**src/rtl/uart_pkg.sv**
```systemverilog
// Shared types and constants for the buffered UART transmitter.
// Latency: n/a (declarations only).
// Backpressure: n/a.
// Optional feature macro: UART_TX_PARITY_EN adds the ST_PARITY state.
package uart_pkg;

   localparam int   UART_DATA_BITS = 8;
   localparam logic UART_IDLE_LVL  = 1'b1;   // line level between frames and in reset

   typedef enum logic [2:0] {
      ST_IDLE   = 3'd0,
      ST_START  = 3'd1,
      ST_DATA   = 3'd2,
`ifdef UART_TX_PARITY_EN
      ST_PARITY = 3'd3,
`endif
      ST_STOP   = 3'd4
   } uart_tx_state_t;

endpackage

```
**src/rtl/sync_fifo.sv**
```systemverilog
// Single-clock FIFO with combinational head read and push-while-full-with-pop.
// Latency: a pushed word is visible at rd_dat_o / !empty_o one clock after the push edge.
// Backpressure: push is refused (wr_ack_o=0) only when full and no pop happens in the same cycle.
// Ports: wr_en_i/wr_dat_i push side, rd_en_i pop side, rd_dat_o head word,
//        wr_ack_o push accepted, empty_o/full_o/count_o occupancy.
module sync_fifo #(
   parameter int WIDTH = 8,
   parameter int DEPTH = 8,
   localparam int AW = $clog2(DEPTH),
   localparam int CW = AW + 1
) (
   input  logic             clk,
   input  logic             rst,
   input  logic             wr_en_i,
   input  logic [WIDTH-1:0] wr_dat_i,
   input  logic             rd_en_i,
   output logic [WIDTH-1:0] rd_dat_o,
   output logic             wr_ack_o,
   output logic             empty_o,
   output logic             full_o,
   output logic [CW-1:0]    count_o
);

   logic [WIDTH-1:0] mem_q [DEPTH];
   logic [AW-1:0]    wr_ptr_q, rd_ptr_q;
   logic [CW-1:0]    count_q, count_d;
   logic             rd_ok;

   assign empty_o  = (count_q == '0);
   assign full_o   = (count_q == CW'(DEPTH));
   assign count_o  = count_q;
   assign rd_dat_o = mem_q[rd_ptr_q];

   // A pop frees the slot in the same cycle, so a full FIFO can still accept.
   assign rd_ok    = rd_en_i & ~empty_o;
   assign wr_ack_o = wr_en_i & (~full_o | rd_ok);

   always_comb begin
      count_d = count_q;
      case ({wr_ack_o, rd_ok})
         2'b10:   count_d = count_q + CW'(1);
         2'b01:   count_d = count_q - CW'(1);
         default: count_d = count_q;
      endcase
   end

   // Pointers wrap naturally because DEPTH is a power of two.
   always_ff @(posedge clk or posedge rst) begin
      if (rst) begin
         wr_ptr_q <= '0;
         rd_ptr_q <= '0;
         count_q  <= '0;
      end else begin
         count_q <= count_d;
         if (wr_ack_o) wr_ptr_q <= wr_ptr_q + AW'(1);
         if (rd_ok)    rd_ptr_q <= rd_ptr_q + AW'(1);
      end
   end

   always_ff @(posedge clk) begin
      if (wr_ack_o) mem_q[wr_ptr_q] <= wr_dat_i;
   end

endmodule

```
**src/rtl/uart_tx_buf.sv**
```systemverilog
// Buffered UART transmitter: FIFO-fed 8N1 serializer, LSB first, registered tx.
// Latency: write into empty FIFO at edge k -> pop and start bit after edge k+1.
// Backpressure: none to the writer; a write to a full FIFO without a same-cycle pop is dropped and sets sticky ovf.
// Ports: clk, rst (async, active high), din/tx_en write side, tx serial line,
//        busy frame in progress, full FIFO full, ovf sticky overflow.
// Macro UART_TX_PARITY_EN: inserts an even-parity bit between data and stop.
module uart_tx_buf
   import uart_pkg::*;
#(
   parameter int CLK_DIV    = 5208,
   parameter int FIFO_DEPTH = 8
) (
   input  logic       clk,
   input  logic       rst,
   input  logic [7:0] din,
   input  logic       tx_en,
   output logic       tx,
   output logic       busy,
   output logic       full,
   output logic       ovf
);

   localparam int             BW        = (CLK_DIV > 1) ? $clog2(CLK_DIV) : 1;
   localparam int             CW        = $clog2(FIFO_DEPTH) + 1;
   localparam logic [BW-1:0]  BAUD_LAST = BW'(CLK_DIV - 1);
   localparam logic [2:0]     BIT_LAST  = 3'(UART_DATA_BITS - 1);

   uart_tx_state_t state_q, state_d;
   logic [BW-1:0]  baud_q, baud_d;
   logic [2:0]     bit_q, bit_d;
   logic [7:0]     shift_q, shift_d;
   logic           tx_q, tx_d;
   logic           ovf_q, ovf_d;
   logic           baud_end;
   logic           pop;
   logic           fifo_empty, fifo_full, wr_ack;
   logic [7:0]     fifo_dat;
   logic [CW-1:0]  fifo_count_unused;
`ifdef UART_TX_PARITY_EN
   logic           par_q, par_d;
`endif

   sync_fifo #(
      .WIDTH (UART_DATA_BITS),
      .DEPTH (FIFO_DEPTH)
   ) u_fifo (
      .clk      (clk),
      .rst      (rst),
      .wr_en_i  (tx_en),
      .wr_dat_i (din),
      .rd_en_i  (pop),
      .rd_dat_o (fifo_dat),
      .wr_ack_o (wr_ack),
      .empty_o  (fifo_empty),
      .full_o   (fifo_full),
      .count_o  (fifo_count_unused)
   );

   assign baud_end = (baud_q == BAUD_LAST);

   always_comb begin
      state_d = state_q;
      bit_d   = bit_q;
      shift_d = shift_q;
      pop     = 1'b0;
      // Baud counter parks at 0 in IDLE so every bit starts from a fresh count.
      baud_d  = (state_q == ST_IDLE || baud_end) ? '0 : baud_q + BW'(1);
`ifdef UART_TX_PARITY_EN
      par_d   = par_q;
`endif

      case (state_q)
         ST_IDLE: begin
            if (!fifo_empty) pop = 1'b1;
         end
         ST_START: begin
            if (baud_end) state_d = ST_DATA;
         end
         ST_DATA: begin
            if (baud_end) begin
               shift_d = {1'b0, shift_q[7:1]};
               bit_d   = bit_q + 3'd1;
               if (bit_q == BIT_LAST) begin
`ifdef UART_TX_PARITY_EN
                  state_d = ST_PARITY;
`else
                  state_d = ST_STOP;
`endif
               end
            end
         end
`ifdef UART_TX_PARITY_EN
         ST_PARITY: begin
            if (baud_end) state_d = ST_STOP;
         end
`endif
         ST_STOP: begin
            if (baud_end) begin
               // Chain straight into the next frame when data is waiting.
               if (!fifo_empty) pop = 1'b1;
               else             state_d = ST_IDLE;
            end
         end
         default: state_d = ST_IDLE;
      endcase

      if (pop) begin
         state_d = ST_START;
         shift_d = fifo_dat;
         bit_d   = '0;
`ifdef UART_TX_PARITY_EN
         par_d   = ^fifo_dat;
`endif
      end

      // Line level is decoded from next state so tx comes straight from a flop.
      case (state_d)
         ST_START:  tx_d = 1'b0;
         ST_DATA:   tx_d = shift_d[0];
`ifdef UART_TX_PARITY_EN
         ST_PARITY: tx_d = par_d;
`endif
         default:   tx_d = UART_IDLE_LVL;
      endcase

      ovf_d = ovf_q | (tx_en & ~wr_ack);
   end

   always_ff @(posedge clk or posedge rst) begin
      if (rst) begin
         state_q <= ST_IDLE;
         baud_q  <= '0;
         bit_q   <= '0;
         shift_q <= '0;
         tx_q    <= UART_IDLE_LVL;
         ovf_q   <= 1'b0;
      end else begin
         state_q <= state_d;
         baud_q  <= baud_d;
         bit_q   <= bit_d;
         shift_q <= shift_d;
         tx_q    <= tx_d;
         ovf_q   <= ovf_d;
      end
   end

`ifdef UART_TX_PARITY_EN
   always_ff @(posedge clk or posedge rst) begin
      if (rst) par_q <= 1'b0;
      else     par_q <= par_d;
   end
`endif

   assign tx   = tx_q;
   assign busy = (state_q != ST_IDLE);
   assign full = fifo_full;
   assign ovf  = ovf_q;

endmodule

```
**config.mk**
```make
export PLATFORM = sky130hd
export DESIGN_NAME = uart_tx_buf
export DESIGN_NICKNAME = d
export VERILOG_FILES = /design/src/rtl/uart_pkg.sv /design/src/rtl/sync_fifo.sv /design/src/rtl/uart_tx_buf.sv
export SDC_FILE = /design/constraint.sdc
export NUM_CORES = 1
export LEC_CHECK = 0
export ABC_CLOCK_PERIOD_IN_PS = 3500
export BUFFER_PORTS_ARGS = -buffer_cell sky130_fd_sc_hd__buf_2
export CAP_MARGIN = 20
export CORE_MARGIN = 2
export CORE_UTILIZATION = 55
export CTS_CLUSTER_SIZE = 16
export DETAILED_ROUTE_END_ITERATION = 7
export GPL_TIMING_DRIVEN = 1
export PLACE_DENSITY = 0.75
export SLEW_MARGIN = 20
export SYNTH_ARGS = -nofsm -noshare
export SYNTH_HDL_FRONTEND = slang
export SYNTH_SLANG_ARGS = --single-unit
```
**constraint.sdc**
```tcl
create_clock -name clk -period 3.5 [get_ports clk]
set_input_delay 0.7 -clock clk [delete_from_list [all_inputs] [get_ports clk]]
set_output_delay 0.7 -clock clk [all_outputs]
set_load 0.03 [all_outputs]
```
== Word level (Yosys, flattened, before mapping) ==
Memory sizes are Yosys's and may differ from the RTL's.
Cells that the tools add are included.

* Register bits: 39
* Memory bits (writable): 64
* Output and inout port bits: 4
* Bits of input ports: 11
* Memories kept: 1
* Word-level logic and storage cells: 64

{| class="wikitable"
|+ Memories
! name !! depth !! width !! read ports !! clocked after memory_dff !! write ports !! line !! RTL
|-
| u_fifo.mem_q || 8 || 8 || 1 || 0 || 1 || sync_fifo.sv:24 || <nowiki>logic [WIDTH-1:0] mem_q [DEPTH];</nowiki>
|}

* Muxes and demuxes: 21
* Add/subtract/negate cells: 6
* Eq/ne operators: 10
* Bitwise logic cells: 8
* Reduce and logical (&&, ||, !) cells: 8

{| class="wikitable"
|+ Operator list
! cell !! count
|-
| 3-bit two-way mux || 9
|-
| 8-bit two-way mux || 3
|-
| 13-bit by 1-bit adder with 13-bit output (second input constant) || 1
|-
| 13-bit equality test (second input constant) || 1
|-
| 13-bit two-way mux || 1
|-
| 3-bit one-hot mux with 4 select lines || 1
|-
| 3-bit by 1-bit adder with 3-bit output (second input constant) || 3
|-
| 4-bit one-hot mux with 2 select lines || 1
|-
| 3-bit by 1-bit equality test with 1-bit output (second input constant) || 2
|-
| 3-bit by 2-bit equality test with 1-bit output (second input constant) || 2
|-
| 3-bit equality test (second input constant) || 2
|-
| 2-bit nonzero test || 3
|-
| 4-bit by 1-bit adder with 4-bit output (second input constant) || 1
|-
| 4-bit equality test (second input constant) || 1
|-
| 4-bit zero test || 1
|-
| 1-bit two-way mux || 4
|-
| 1-bit one-hot mux with 2 select lines || 2
|-
| 4-bit by 1-bit subtractor with 4-bit output (second input constant) || 1
|-
| 1-bit AND || 3
|-
| 3-bit zero test || 1
|-
| 1-bit NOT || 3
|-
| 3-bit nonzero test || 1
|-
| 2-bit by 1-bit equality test with 1-bit output (second input constant) || 1
|-
| 2-bit equality test (second input constant) || 1
|-
| 3 further kinds || 4
|}

== Logic depth before layout (Yosys ltp) ==
* Word-level depth: 10
* Mapped depth: 14
* Gate-level depth less buffers: 12

== Modules after synthesis ==
From an unflattened synthesis, not the netlist that was laid out.

* Cells, all modules: 293
* Area total of the unflattened synthesis: 4535.6 µm²

{| class="wikitable"
|+ Modules (own cells, without submodules)
! module !! seq. area each (µm²) !! times used !! cells an instance !! area an instance (µm²)
|-
| sync_fifo || 2172.1 || 1 || 161 || 3067.9
|-
| uart_tx_buf || 726.9 || 1 || 132 || 1467.7
|}

== Worst setup path after synthesis ==
Ideal clock, no wire load.

* Path kind: register to register
* Start point: register baud_q[0]
* End point: register u_fifo.count_q[2], in the netlist u_fifo.count_o[2]
* Clock period less this slack: 3317 ps
* Setup time: 139 ps
* Stages on the path, launching flop included: 12
* Data arrival time: 3178 ps
* Slack: 183 ps
* Path buffers: 2
* Data required time: 3361 ps
* Cells stage by stage: dfrtp_1 -> ha_1 -> or4bb_1 -> or3_1 -> buf_6 -> a21oi_4 -> buf_2 -> nand2_1 -> fa_1 -> xor2_1 -> nor4_1 -> or4_1

* Longest elaborated chain between the ends: 8
* Elaborated cells between the ends (all ways): 10
* Classes of those cells: 3 x eq/ne; 3 x mux; 3 x bitwise; 1 x reduce/logical

{| class="wikitable"
|+ Ends and longest elaborated chain
! item !! line !! RTL
|-
| from (decl) || uart_tx_buf.sv:29 || <nowiki>logic [BW-1:0] baud_q, baud_d;</nowiki>
|-
| from (signal assigned) || uart_tx_buf.sv:139 || <nowiki>baud_q <= baud_d;</nowiki>
|-
| 13-bit equality test * || uart_tx_buf.sv:59 || <nowiki>assign baud_end = (baud_q == BAUD_LAST);</nowiki>
|-
| 1-bit two-way mux * || uart_tx_buf.sv:98 || <nowiki>if (baud_end) begin</nowiki>
|-
| 1-bit one-hot mux with 2 select lines * || uart_tx_buf.sv:72 || <nowiki>case (state_q)</nowiki>
|-
| 1-bit AND * || sync_fifo.sv:35 || <nowiki>assign rd_ok = rd_en_i & ~empty_o;</nowiki>
|-
| 1-bit bitwise OR || sync_fifo.sv:36 || <nowiki>assign wr_ack_o = wr_en_i & (~full_o | rd_ok);</nowiki>
|-
| 1-bit AND || sync_fifo.sv:36 ||
|-
| 2-bit by 1-bit equality test with 1-bit output / 2-bit equality test (equally long branches) || sync_fifo.sv:40 || <nowiki>case ({wr_ack_o, rd_ok})</nowiki>
|-
| 4-bit one-hot mux with 2 select lines / 2-bit nonzero test (equally long branches) || - ||
|-
| to (signal assigned) || sync_fifo.sv:54 || <nowiki>count_q <= count_d;</nowiki>
|-
| to (decl) || sync_fifo.sv:26 || <nowiki>logic [CW-1:0] count_q, count_d;</nowiki>
|}

Mark *: on every way between the ends. The rest lies on a longest branch, timed or not.
A chain may end at the register's enable or synchronous reset.

== Final worst setup path ==
Same ends and word-level chain as after synthesis.

==> out/summary.txt <==
Top delay family on crit path = simple AND/OR/NAND/NOR gates
simple-gate share of the synthesized area = 0.102
area grow syn2layout = 10.6%
RSZ-0062 raised after global routing = no
CP max-delay cell = or4_1
WL per Instance = 17.3 um
Die Wd = 93.6 um
first-pass GRT wire length = 12,300 um
Final Hold Viols = 0
VDD IR max = 0.388 mV
largest family of logic cells by synthesized area = multiplexers
Cell Int Power = 1.90 mW
CP endpoint kind = register
commonest non-fill, non-tap cell in the layout = edfxtp_1
Synth Area in XOR/XNOR = 0.0377
DRT iter0 DRCs = 105
number of synthesized flops with an enable pin = 64
relative slew slack = 0.479
multiplexer area fraction after synthesis = 0.107
Hold-fix buffers, CTS = 0
Syn Area/Cell = 14.7 sq um
net count after synthesis = 320
post-layout min period = 3.14 ns
IO Pins = 15
clock skew = 0.0165 ns
DRC = 0
Slew Limit Fails = 0
flops & latches, synth = 103
remaining antenna violation count = 0
share of post-route cells with drive strength above 1 = 0.196
CTS tree = built
initial antenna violation count = 0
Clock Tree Buf Depth = 2
synth warn = 0
global route total overflow = 0
worst slack at placement = 0.369 ns
peak per-stage delay on the critical path = 0.53 ns
Fmax = 318 MHz
WP data required = 3.75 ns
critical path class = reg -> reg
Synth Area in Compound Gates = 0.0496
CTS Sinks = 103
final worst path period share = 0.897
crit-path cells = ha_1 > or4bb_1 > or3_1 > a21oi_4 > nand2_1 > fa_1 > xor2_1 > nor4_1 > or4_1
Flop pwr share = 0.580
vias in the first global route = 2,488
clock buffer count from CTS = 9
gpl congestion = 0.817
Clock Latency Late Sink = 0.37 ns
power share of the clock group = 0.276
ant diodes = 0
Max Cap Viol = 0
P_sw = 0.759 mW
Port Buf Inserts = 14
Final Util = 0.628
sequential area share after synthesis = 0.657
post-cts resize count = 0
Synth top area share = 0.436
largest net degree at the start of global routing = 40
combinational share of power = 0.144
synth unique cells = 44
setup slack after layout = 0.360 ns
CP arrival = 3.39 ns
most frequent cells in the layout = 64 x edfxtp_1, 38 x dfrtp_1, 27 x nor2_1
final setup violating endpoints = 0
row count = 32
status = finished clean
Critical path buffers and inverters = 0
DP HPWL = 5000 um
Tightest Pin Transition = 0.782 ns
adder-cell area share of the yosys netlist = 0.0244
Setup TNS = 0 ns
crit start category = register
root buffer cell = clkbuf_8
Net Sw Frac = 0.285
post-synth top area cell = edfxtp_1
total power divided by cell area = 546 nW/um^2
core box area = 7770 sq um
DR vias = 2,491
synthesized area = 4410 sq um
LEAKAGE = 1.84 nW
# H-tree levels = 3
DRT Pass-1 Iters = 4
crit-path max FO = 4
Gate Count Post-Synth = 301
predominant post-synthesis flop cell = edfxtp_1
die outline height = 93.6 um
ys async rst share = 0.379
full die area = 8750 sq um
vias per cell = 5.74
Final nets = 346
starting density of the core = 0.568
fill count = 582
Post-CTS Setup Bufs = 0
Clk pin slew, worst setup/hold paths = 0.11 ns
DRT Wirelength = 7520 um
HP Class = in -> async
ranking of synthesized cells by area = edfxtp_1 44%, dfrtp_1 22%, mux4_2 8.2%, nor2_1 2.3%, mux2i_1 2.3%
Tot GR Track Use = 0.189
==> kinds of logic after synthesis <==
group,after synthesis
mux,27
flops,103
compound gates,30
xor+xnor,19
fa+ha+maj,8
simple gates,92
buf+inv,22
==> worst register-to-register path, stage by stage, from the launching register on <==
cell and delay [ns]:
dfrtp_1 0.42, ha_1 0.24, or4bb_1 0.51, or3_1 0.42, a21oi_4 0.17, nand2_1 0.09, fa_1 0.38, xor2_1 0.19
nor4_1 0.06, or4_1 0.53
==> sequential cells by signal (all words and copies together), names as in the netlist <==
| name | cells |
|---|---|
| u_fifo.rd_ptr_q | 3 |
| bit_q | 3 |
| state_q | 3 |
| u_fifo.mem_q | 64 |
| u_fifo.wr_ptr_q | 3 |
| shift_q | 8 |
| baud_q | 13 |
| ovf | 1 |
| tx | 1 |
| u_fifo.count_o | 4 |
==> cell usage after synthesis (all sizes together), types with 6 or more instances <==
cell / number
o21ai: 6
and3: 6
nand3: 9
edfxtp: 64
inv: 10
nor2: 27
mux2i: 10
mux4: 16
dfrtp: 38
a21oi: 8
clkbuf: 7
nor3: 8
xnor2: 9
nand2: 21
xor2: 10
ha: 7
==> metrics by stage <==
stage | hold WS [ns] | total power, mW | instance area (sq um) | instances
after floorplan | 0.455 | 1.80 | 4410 | 301
after global placement | 0.444 | 1.93 | 4670 | 418
after detailed placement | 0.448 | 1.96 | 4670 | 418
after CTS | 0.442 | 2.69 | 4880 | 434
after global routing | 0.492 | 2.78 | 4880 | 434
final | 0.431 | 2.66 | 4880 | 434
==> final timing paths <==
path / from / end / slack, ns / cells after the start
min: rst / u_fifo.count_o[1] / 0.43 / 3
max in group asynchronous: rst / baud_q[11] / 2.72 / 3
max reg2reg: baud_q[0] / u_fifo.count_o[2] / 0.36 / 9
min reg2reg: ovf / ovf / 0.47 / 1
max: baud_q[0] / u_fifo.count_o[2] / 0.36 / 9
min in group clk: ovf / ovf / 0.47 / 1
==> power groups by stage <==
stage | Clock [mW] | Combinational (mW) | Sequential, mW
CTS | 0.759 | 0.389 | 1.54
floorplan | 0 | 0.259 | 1.54
detailed placement | 0 | 0.387 | 1.57
global placement | 0 | 0.375 | 1.56
global route | 0.799 | 0.426 | 1.56
finish | 0.735 | 0.384 | 1.54
==> cell type report <==
| class | count | area, sq um | area share |
|---|---|---|---|
| flip-flops and latches | 103 | 2900 | 0.594 |
| multi-input cells | 176 | 1440 | 0.294 |
| repair buffers | 27 | 168 | 0.0344 |
| well taps | 102 | 128 | 0.0262 |
| clock buffers | 9 | 124 | 0.0254 |
| clock inverters | 7 | 87.6 | 0.0180 |
| inverters | 10 | 37.5 | 0.00769 |
==> layer usage <==
metal	up-vias	GRT usage	share of wire
met5	-	0	0
met4	0	0.0749	0.020
met3	12	0.0451	0.045
met2	56	0.309	0.50
met1	1240	0.247	0.44
li1	1183	-	-
Note: power is estimated with default switching activity, not from simulation.
